[config.mk]
export PLATFORM = sky130hd
export DESIGN_NAME = red_seq
export DESIGN_NICKNAME = d
export VERILOG_FILES = /design/src/rtl/red_seq.sv
export SDC_FILE = /design/constraint.sdc
export NUM_CORES = 1
export LEC_CHECK = 0
export ABC_AREA = 1
export CAP_MARGIN = 15
export CORE_AREA = 2 2 103 105
export DETAILED_ROUTE_END_ITERATION = 7
export DIE_AREA = 0 0 105 107
export GPL_TIMING_DRIVEN = 1
export SYNTH_ARGS = -nofsm -noshare
export SYNTH_HDL_FRONTEND = slang
export SYNTH_SLANG_ARGS = --single-unit
[constraint.sdc]
create_clock -name clk -period 2.4 [get_ports clk]
set_input_delay 0.48 -clock clk [delete_from_list [all_inputs] [get_ports clk]]
set_output_delay 0.48 -clock clk [all_outputs]
set_load 0.03 [all_outputs]
[src/rtl/red_seq.sv]
// ============================================================================
// Module   : red_seq
// Brief    : Multi-cycle RED (nibble-reduction) sequencer. One shared 7-bit
//            accumulate adder sums the eight nibbles of {op_b, op_a}.
// Revision : 1.0
// ============================================================================
`default_nettype none

module red_seq #(
    parameter int LANES = 1
) (
    input  logic        clk,
    input  logic        rst,
    input  logic        start,
    input  logic        flush,
    input  logic [15:0] op_a,
    input  logic [15:0] op_b,
    output logic        busy,
    output logic        done,
    output logic [15:0] result
);

    localparam int         c_n    = 8 / LANES;
    localparam logic [2:0] c_last = 3'(c_n - 1);

    localparam logic [1:0] c_idle  = 2'd0;
    localparam logic [1:0] c_accum = 2'd1;
    localparam logic [1:0] c_done  = 2'd2;

    logic [1:0]  r_state;
    logic [31:0] r_nib;
    logic [6:0]  r_acc;
    logic [2:0]  r_cnt;
    logic [15:0] r_result;

    logic [2:0]  w_nidx [LANES];
    logic [3:0]  w_lane [LANES];
    logic [6:0]  w_presum;
    logic [6:0]  w_acc_next;
    logic        w_accept;

    // Lane i of this cycle picks nibble cnt*LANES+i from the latched vector.
    for (genvar gi = 0; gi < LANES; gi++) begin : g_lane
        assign w_nidx[gi] = 3'(int'(r_cnt) * LANES + gi);
        assign w_lane[gi] = r_nib[{w_nidx[gi], 2'b00} +: 4];
    end

    always_comb begin
        w_presum = 7'd0;
        for (int i = 0; i < LANES; i++) begin
            w_presum = w_presum + {3'b000, w_lane[i]};
        end
    end

    assign w_acc_next = r_acc + w_presum;
    assign w_accept   = start && !flush;

    always_ff @(posedge clk) begin
        if (rst) begin
            r_state  <= c_idle;
            r_nib    <= 32'h0;
            r_acc    <= 7'd0;
            r_cnt    <= 3'd0;
            r_result <= 16'h0000;
        end else begin
            case (r_state)
                c_idle, c_done: begin
                    if (w_accept) begin
                        r_nib   <= {op_b, op_a};
                        r_acc   <= 7'd0;
                        r_cnt   <= 3'd0;
                        r_state <= c_accum;
                    end else begin
                        r_state <= c_idle;
                    end
                end
                c_accum: begin
                    // A flush abandons the operation even on its final add.
                    if (flush) begin
                        r_state <= c_idle;
                    end else begin
                        r_acc <= w_acc_next;
                        r_cnt <= r_cnt + 3'd1;
                        if (r_cnt == c_last) begin
                            r_result <= {9'b0, w_acc_next};
                            r_state  <= c_done;
                        end
                    end
                end
                default: r_state <= c_idle;
            endcase
        end
    end

    assign busy   = (r_state == c_accum);
    assign done   = (r_state == c_done);
    assign result = r_result;

endmodule

`default_nettype wire

==> results.py, run 1 <==
metrics = {
    "run_status": {
        "outcome": "completed",
    },
    "logic_synthesis": {
        "yosysWarnings": 0,
        "synth_top_area_share_pct": 41.57,
        "ys_seq_elements": 51,
        "yosysUniqueCellTypes": 32,
        "syn_inst": 333,
        "ys_top_cells_by_area": "dfxtp_1 42%, a21oi_1 12%, o21ai_0 10%",
        "syn_area_sq_um": 2456,
        "syn_avg_cell_area_sq_um": 7.376,
        "synth_seq_area_share_pct": 41.57,
        "synth_top_cell_by_area": "dfxtp_1",
    },
    "drt": {
        "via_per_inst": 4.236,
        "drt_first_pass_iters": 4,
        "drc_errors": 0,
        "wl_per_cell_um": 11.46,
        "initialDrtViolationCount": 104,
        "wirelength_um": 5831,
        "vias": 2156,
        "antenna_left": 0,
    },
    "grt": {
        "grt_max_degree": 39,
        "grt_usage_pct": 10.12,
        "antenna_found_initial": 0,
        "grt_remaining_overflow": 0,
        "grt_pass1_wl_um": 9211,
        "grt_pass1_vias": 1944,
    },
    "timing": {
        "fin_worst_skew_ns": 0.01386,
        "fin_tns_setup_ns": 0,
        "rsz0062_at_grt": "no",
        "fin_ws_ns": 0.2011,
        "period_needed_ns": 2.199,
        "finalSetupViolCount": 0,
        "max_freq_mhz": 454.8,
        "hold_violations": 0,
        "drv_slew": 0,
        "finalCritPeriodShare_pct": 91.62,
    },
    "critical_path": {
        "path_max_fanout": 11,
        "cp_data_arrival_time_ns": 2.41,
        "reg2reg_from": "r_cnt[0]",
        "critPathCaptureType": "flip-flop",
        "r2r-end": "result[6]",
        "cp.required_ns": 2.61,
        "max_stage_delay_ns": 0.35,
        "crit_top_cell": "nand2_1",
        "r2r_setup_slack_ns": 0.20,
        "path_cells": "buf_4, a21oi_1, o21ai_0, nand2_1, o21a_1, ha_2, inv_1, fa_2, inv_1, nand3_1, nand2_2, nand2_1, nand2_1, nand2_1, o21ai_1, inv_1",
        "critPathCapture": "result[6]",
        "crit_start": "r_cnt[0]",
        "critPathLaunchType": "flip-flop",
        "reg2regPathDepth": 16,
        "cp_slowest_cell": "dfxtp_2",
        "path_class": "flip-flop to flip-flop",
    },
    "finish": {
        "area_growth_pct": 26.03,
        "design_area_sq_um": 3095,
        "drive_gt1_share_pct": 9.115,
        "fillers": 1148,
        "utilization_pct": 30.67,
        "diodes": 0,
        "multi_input_area_sq_um": 1101,
        "nNetsFinal": 417,
        "seqCellArea_sq_um": 1023,
    },
    "floorplanning": {
        "coreArea_sq_um": 10090,
        "die_h_um": 107,
        "rows": 37,
        "dieArea_sq_um": 11240,
        "start_util_pct": 24.34,
        "fp.dieW_um": 105,
        "ios": 54,
    },
    "placement": {
        "hpwlAfterDp_um": 4329,
        "portBuffers": 44,
        "place_ws_ns": 0.05854,
        "place.gp.congestion": 0.8146,
        "dpl_cell_area_sq_um": 3002,
    },
    "min_path": {
        "hold_class": "flip-flop to flip-flop",
    },
    "cts": {
        "cts_root_buf": "clkbuf_8",
        "cts_tree": "done",
        "clockBufferDepth": 2,
        "clock-sinks": 51,
        "ctsHoldBuffers": 0,
        "clock_latency_ns": 0.31,
        "post_cts_buffers": 0,
        "cts-htree-levels": 2,
        "cts.clk_slew.worst_paths_ns": 0.10,
        "numCtsBuffers": 5,
    },
    "pwr": {
        "p_per_area_nw_per_um2": 538.5,
        "irDropWorstVdd_uv": 229.2,
        "power_leakage_nw": 1.238,
    },
    "job": {
        "cap_violations": 0,
    },
}
==> per-layer routing <==
layer | track usage (%) | vias up | part of all wire [%] | wire length, um
li1 | - | 1138 | - | -
met1 | 13.17 | 966 | 49 | 2830
met2 | 16.70 | 44 | 45 | 2646
met3 | 2.675 | 8 | 4.9 | 287
met4 | 2.476 | 0 | 1.1 | 66
met5 | 0 | - | 0 | 0
==> cell families (layout without fill, tap and decap cells) <==
logic type / Yosys count / count (layout) / synth area share (%)
buffers and inverters: 83 / 115 / 15.44
adders and majority gates: 7 / 7 / 3.872
xor gates and xnor gates: 2 / 2 / 0.7133
AOI/OAI and AO/OA: 123 / 123 / 25.78
and+or+nand+nor: 66 / 66 / 12.48
DFF: 51 / 51 / 41.57
other: 1 / 9 / 0.1527
==> flip-flops by register name (all words and copies together), names as in the netlist <==
name	flops
r_state	2
result	7
r_cnt	3
r_nib	32
r_acc	7
==> cell usage after synthesis <==
cell type	n
buf_4	11
inv_2	2
xor2_1	1
o211ai_1	1
dfxtp_1	51
ha_1	6
o21ai_0	51
nor2_1	12
buf_6	1
nand3_2	1
inv_1	53
clkbuf_2	2
a211oi_1	1
nor2_2	2
conb_1	1
o22ai_1	1
nand2_1	33
nand3b_1	2
fa_1	1
buf_2	5
nand3_1	12
o21a_1	3
nor2_4	1
clkbuf_1	7
nand2_2	1
xnor2_1	1
clkinv_4	1
o21ai_1	4
nand2_4	2
inv_6	1
o21ai_2	1
a21oi_1	61
==> layout by cell type, fill, tap and decap left out, types with 5 or more instances in the layout <==
cell type,Yosys,final
inv_1,53,51
clkdlybuf4s50_1,0,44
o21ai_0,51,51
nor2_1,12,12
nand3_1,12,12
buf_4,11,8
ha_1,6,5
conb_1,1,9
clkbuf_8,0,5
a21oi_1,61,61
nand2_1,33,32
dfxtp_1,51,49
==> how the worst min path moves through the flow <==
stage                end  depth (start not counted)  slack, ns       from
6_report       r_nib[18]                          2       0.44  r_nib[18]
5_1_grt        r_nib[29]                          2       0.46  r_nib[29]
4_1_cts        r_nib[18]                          2       0.45  r_nib[18]
3_5_place_dp   r_nib[13]                          2       0.43  r_nib[13]
3_3_place_gp    r_nib[0]                          2       0.43   r_nib[0]
2_1_floorplan  r_nib[28]                          2       0.42  r_nib[28]
==> timing repair <==
| action | CTS | global route |
|---|---|---|
| endpoints found under the setup margin | 0 | 9 |
| hold endpoints to repair | 0 | 0 |
| resized for setup | 0 | 8 |
==> where the power goes <==
group / switching, mW / internal, mW / leakage, nW
logic: 0.165 / 0.126 / 0.783
registers: 0.0220 / 0.889 / 0.418
clock network: 0.271 / 0.194 / 0.0361
total: 0.458 / 1.21 / 1.24
==> layout make-up <==
| cell class | instances | share of cell area [%] |
|---|---|---|
| clock buffer | 5 | 2.223 |
| sequential | 51 | 33.06 |
| tap | 136 | 5.497 |
| inverter | 57 | 7.235 |
| timing repair buffer | 52 | 16.17 |
| multi-input combinational | 207 | 35.57 |
| clock inverter | 1 | 0.2425 |
==> through the flow <==
stage / hold slack (ns) / total power, mW / cells
4_1_cts: 0.4501 / 1.685 / 509
6_report: 0.4448 / 1.667 / 509
3_5_place_dp: 0.4346 / 1.221 / 503
3_3_place_gp: 0.4306 / 1.215 / 503
2_1_floorplan: 0.4195 / 1.119 / 341
5_1_grt: 0.4642 / 1.748 / 509
==> worst max-delay path: cells and delay by family, from the launching register on <==
kind	cells	cell delay [ns]
compound gates	4	0.46
fa+ha+maj	2	0.53
buf+inv	4	0.35
flops	1	0.35
simple gates	6	0.44
Note: power is estimated with default switching activity, not from simulation.
==> inputs of run 2 (changes only) <==
==> constraint.sdc (replaced) <==
create_clock -name clk -period 1.75 [get_ports clk]
set_input_delay 0.35 -clock clk [delete_from_list [all_inputs] [get_ports clk]]
set_output_delay 0.35 -clock clk [all_outputs]
set_load 0.03 [all_outputs]
==> run 2 against run 1 <==
  * The run now ends with setup timing left
  * Clock-buffer cell count unchanged
  * Clock power up 73%
  * Routed wire length up 9.7%
  * Die area unchanged
  * Flip-flop and latch count unchanged
  * Sequential share of layout area down 4.3 points
  * Final area up 15%
  * Register-to-register slack worse by 0.60 ns
  * Sequential power up 37%
  * Combinational power up 87%
  * Non-clock buffer count up 27
  * Critical path type unchanged
  * Via count up 8.1%
==> results.py, run 2 (synthesis gave the netlist of run 1 again) <==
metrics = {
    "cts": {
        "cts_tree": "done",
        "clock_latency_ns": 0.30,
        "numCtsBuffers": 5,
        "cts.clk_slew.worst_paths_ns": 0.09,
        "cts_root_buf": "clkbuf_8",
        "cts-htree-levels": 2,
        "clock-sinks": 51,
        "ctsHoldBuffers": 0,
        "clockBufferDepth": 2,
    },
    "pwr": {
        "internal-power_mw": 1.905,
        "power_leakage_nw": 1.425,
        "p_per_area_nw_per_um2": 728.1,
        "p_switching_uw": 695.8,
        "irDropWorstVdd_uv": 280.1,
        "swShare_pct": 26.75,
        "pwr-share-comb_pct": 21.0,
        "clockPowerShare_pct": 30.9,
        "seqPwrFrac_pct": 48.1,
    },
    "min_path": {
        "hold_class": "flip-flop to flip-flop",
        "worstHoldPathCells": 2,
        "hold_end": "r_nib[3]",
        "hp-start": "r_nib[3]",
    },
    "timing": {
        "drv_slew": 0,
        "hold_violations": 0,
        "max_freq_mhz": 464.6,
        "fin_ws_ns": -0.4022,
        "period_needed_ns": 2.152,
        "hold_ws_ns": 0.4561,
        "finalCritPeriodShare_pct": 123.0,
        "finalSetupViolCount": 12,
        "fin_worst_skew_ns": 0.003175,
        "rsz0062_at_grt": "yes",
    },
    "critical_path": {
        "cp_top_family": "adder cells",
        "r2r_setup_slack_ns": -0.40,
        "cp_slowest_cell": "dfxtp_4",
        "critPathCaptureType": "flip-flop",
        "worst-path-buf-inv": 4,
        "path_max_fanout": 5,
        "path_cells": "buf_12, a21oi_2, o21ai_1, nand2_1, o21a_1, ha_2, inv_2, fa_2, inv_2, nand3_2, nand2_4, nand2_2, nand2_2, nand2_2, o21ai_2, inv_1",
        "max_stage_delay_ns": 0.40,
        "cp.required_ns": 1.95,
        "path_class": "flip-flop to flip-flop",
        "reg2regPathDepth": 16,
        "reg2reg_from": "r_cnt[0]",
        "critPathLaunchType": "flip-flop",
        "cp_data_arrival_time_ns": 2.35,
        "crit_top_cell": "nand2_2",
        "r2r-end": "result[6]",
    },
    "drt": {
        "wl_met3_um": 296,
        "dr_wl_met2_um": 3301,
        "initialDrtViolationCount": 108,
        "routedLengthMet1_um": 2750,
        "dr.max_layer_used": "met4",
        "vias": 2330,
        "antenna_left": 0,
        "wirelength_um": 6394,
        "drt_first_pass_iters": 5,
        "via_per_inst": 4.331,
        "drc_errors": 0,
        "wl_per_cell_um": 11.88,
    },
    "floorplanning": {
        "rows": 37,
        "die_h_um": 107,
        "fp.dieW_um": 105,
        "dieArea_sq_um": 11240,
        "coreArea_sq_um": 10090,
        "start_util_pct": 24.34,
        "ios": 54,
    },
    "finish": {
        "largest_reg_flops": 32,
        "diodes": 0,
        "fillers": 1067,
        "multi_input_area_sq_um": 1279,
        "nNetsFinal": 445,
        "seqCellArea_sq_um": 1026,
        "design_area_sq_um": 3572,
        "largest_register": "r_nib",
        "utilization_pct": 35.40,
        "mostFrequentLayoutCells": "51 x a21oi_1, 49 x inv_1, 49 x dfxtp_1",
        "drive_gt1_share_pct": 23.63,
        "layout_commonest_cell": "a21oi_1",
        "area_growth_pct": 45.44,
    },
    "placement": {
        "dpl_cell_area_sq_um": 3249,
        "hpwlAfterDp_um": 4625,
        "place.gp.congestion": 0.8361,
        "portBuffers": 44,
        "place_ws_ns": -0.3943,
    },
    "grt": {
        "grt_pass1_wl_um": 9956,
        "grt_usage_pct": 10.91,
        "grt_pass1_vias": 2167,
        "grt_max_degree": 43,
        "antenna_found_initial": 0,
        "grt_remaining_overflow": 0,
    },
    "run_status": {
        "outcome": "complete, but fails checks",
        "violations": "setup timing",
    },
    "job": {
        "cap_violations": 0,
    },
}
==> run 2: stage by stage <==
stage / std cells / total power, mW / TNS (ns)
after global routing: 538 / 2.725 / -5.205
after CTS: 533 / 2.581 / -2.905
final: 538 / 2.601 / -3.850
after global placement: 526 / 1.743 / -3.123
after detailed placement: 526 / 1.749 / -3.575
after floorplan: 341 / 1.551 / -2.225
==> run 2: power groups by stage <==
stage               Clock, mW  Sequential (mW)  Combinational [mW]
CTS                     0.830             1.25               0.502
floorplan                   0             1.26               0.288
global placement            0             1.27               0.468
global route            0.869             1.26               0.597
finish                  0.805             1.25               0.545
detailed placement          0             1.28               0.474
==> run 2: how the worst max path moves through the flow <==
stage                   from        end  slack [ns]  depth (start not counted)
finish              r_cnt[0]  result[6]       -0.40                         16
global route        r_cnt[0]   r_acc[4]       -0.54                         14
CTS                 r_cnt[0]   r_acc[4]       -0.36                         14
detailed placement  r_cnt[0]   r_acc[4]       -0.39                         14
global placement    r_cnt[0]  result[6]       -0.35                         17
floorplan           r_cnt[0]   r_acc[4]       -0.37                         16
==> run 2: layer usage <==
metal  up-vias  GRT usage [%]
met1      1079          12.55
li1       1196              -
met5         -              0
met3         6          3.283
met4         0          2.667
met2        49          19.76
==> run 2: worst min-delay path, stage by stage (launching register included) <==
cell,delay (ns)
dfxtp_1,0.32
inv_1,0.05
a21oi_1,0.05
==> run 2: area by class of cell <==
cell class | count | area share [%]
flip-flops and latches | 51 | 28.72
well taps | 136 | 4.764
clock inverters | 2 | 1.051
inverters | 57 | 6.480
repair buffers | 79 | 21.09
multi-input cells | 207 | 35.80
clock buffers | 5 | 1.926
repair inverters | 1 | 0.1751
==> run 2: timing repair <==
action,4_1_cts,5_1_grt
setup endpoints to repair,14,12
pin swaps,11,24
cloned,0,1
buffers inserted,0,5
gates resized for setup,26,26
==> inputs of run 3 (changes only) <==
--- a/config.mk
+++ b/config.mk
@@ -11,6 +11,7 @@
 export DETAILED_ROUTE_END_ITERATION = 7
 export DIE_AREA = 0 0 105 107
 export GPL_TIMING_DRIVEN = 1
+export HOLD_SLACK_MARGIN = 0.1
 export SYNTH_ARGS = -nofsm -noshare
 export SYNTH_HDL_FRONTEND = slang
 export SYNTH_SLANG_ARGS = --single-unit
==> results of run 3 <==
Same layout as run 2: the final DEF is identical, and so are final timing and power.
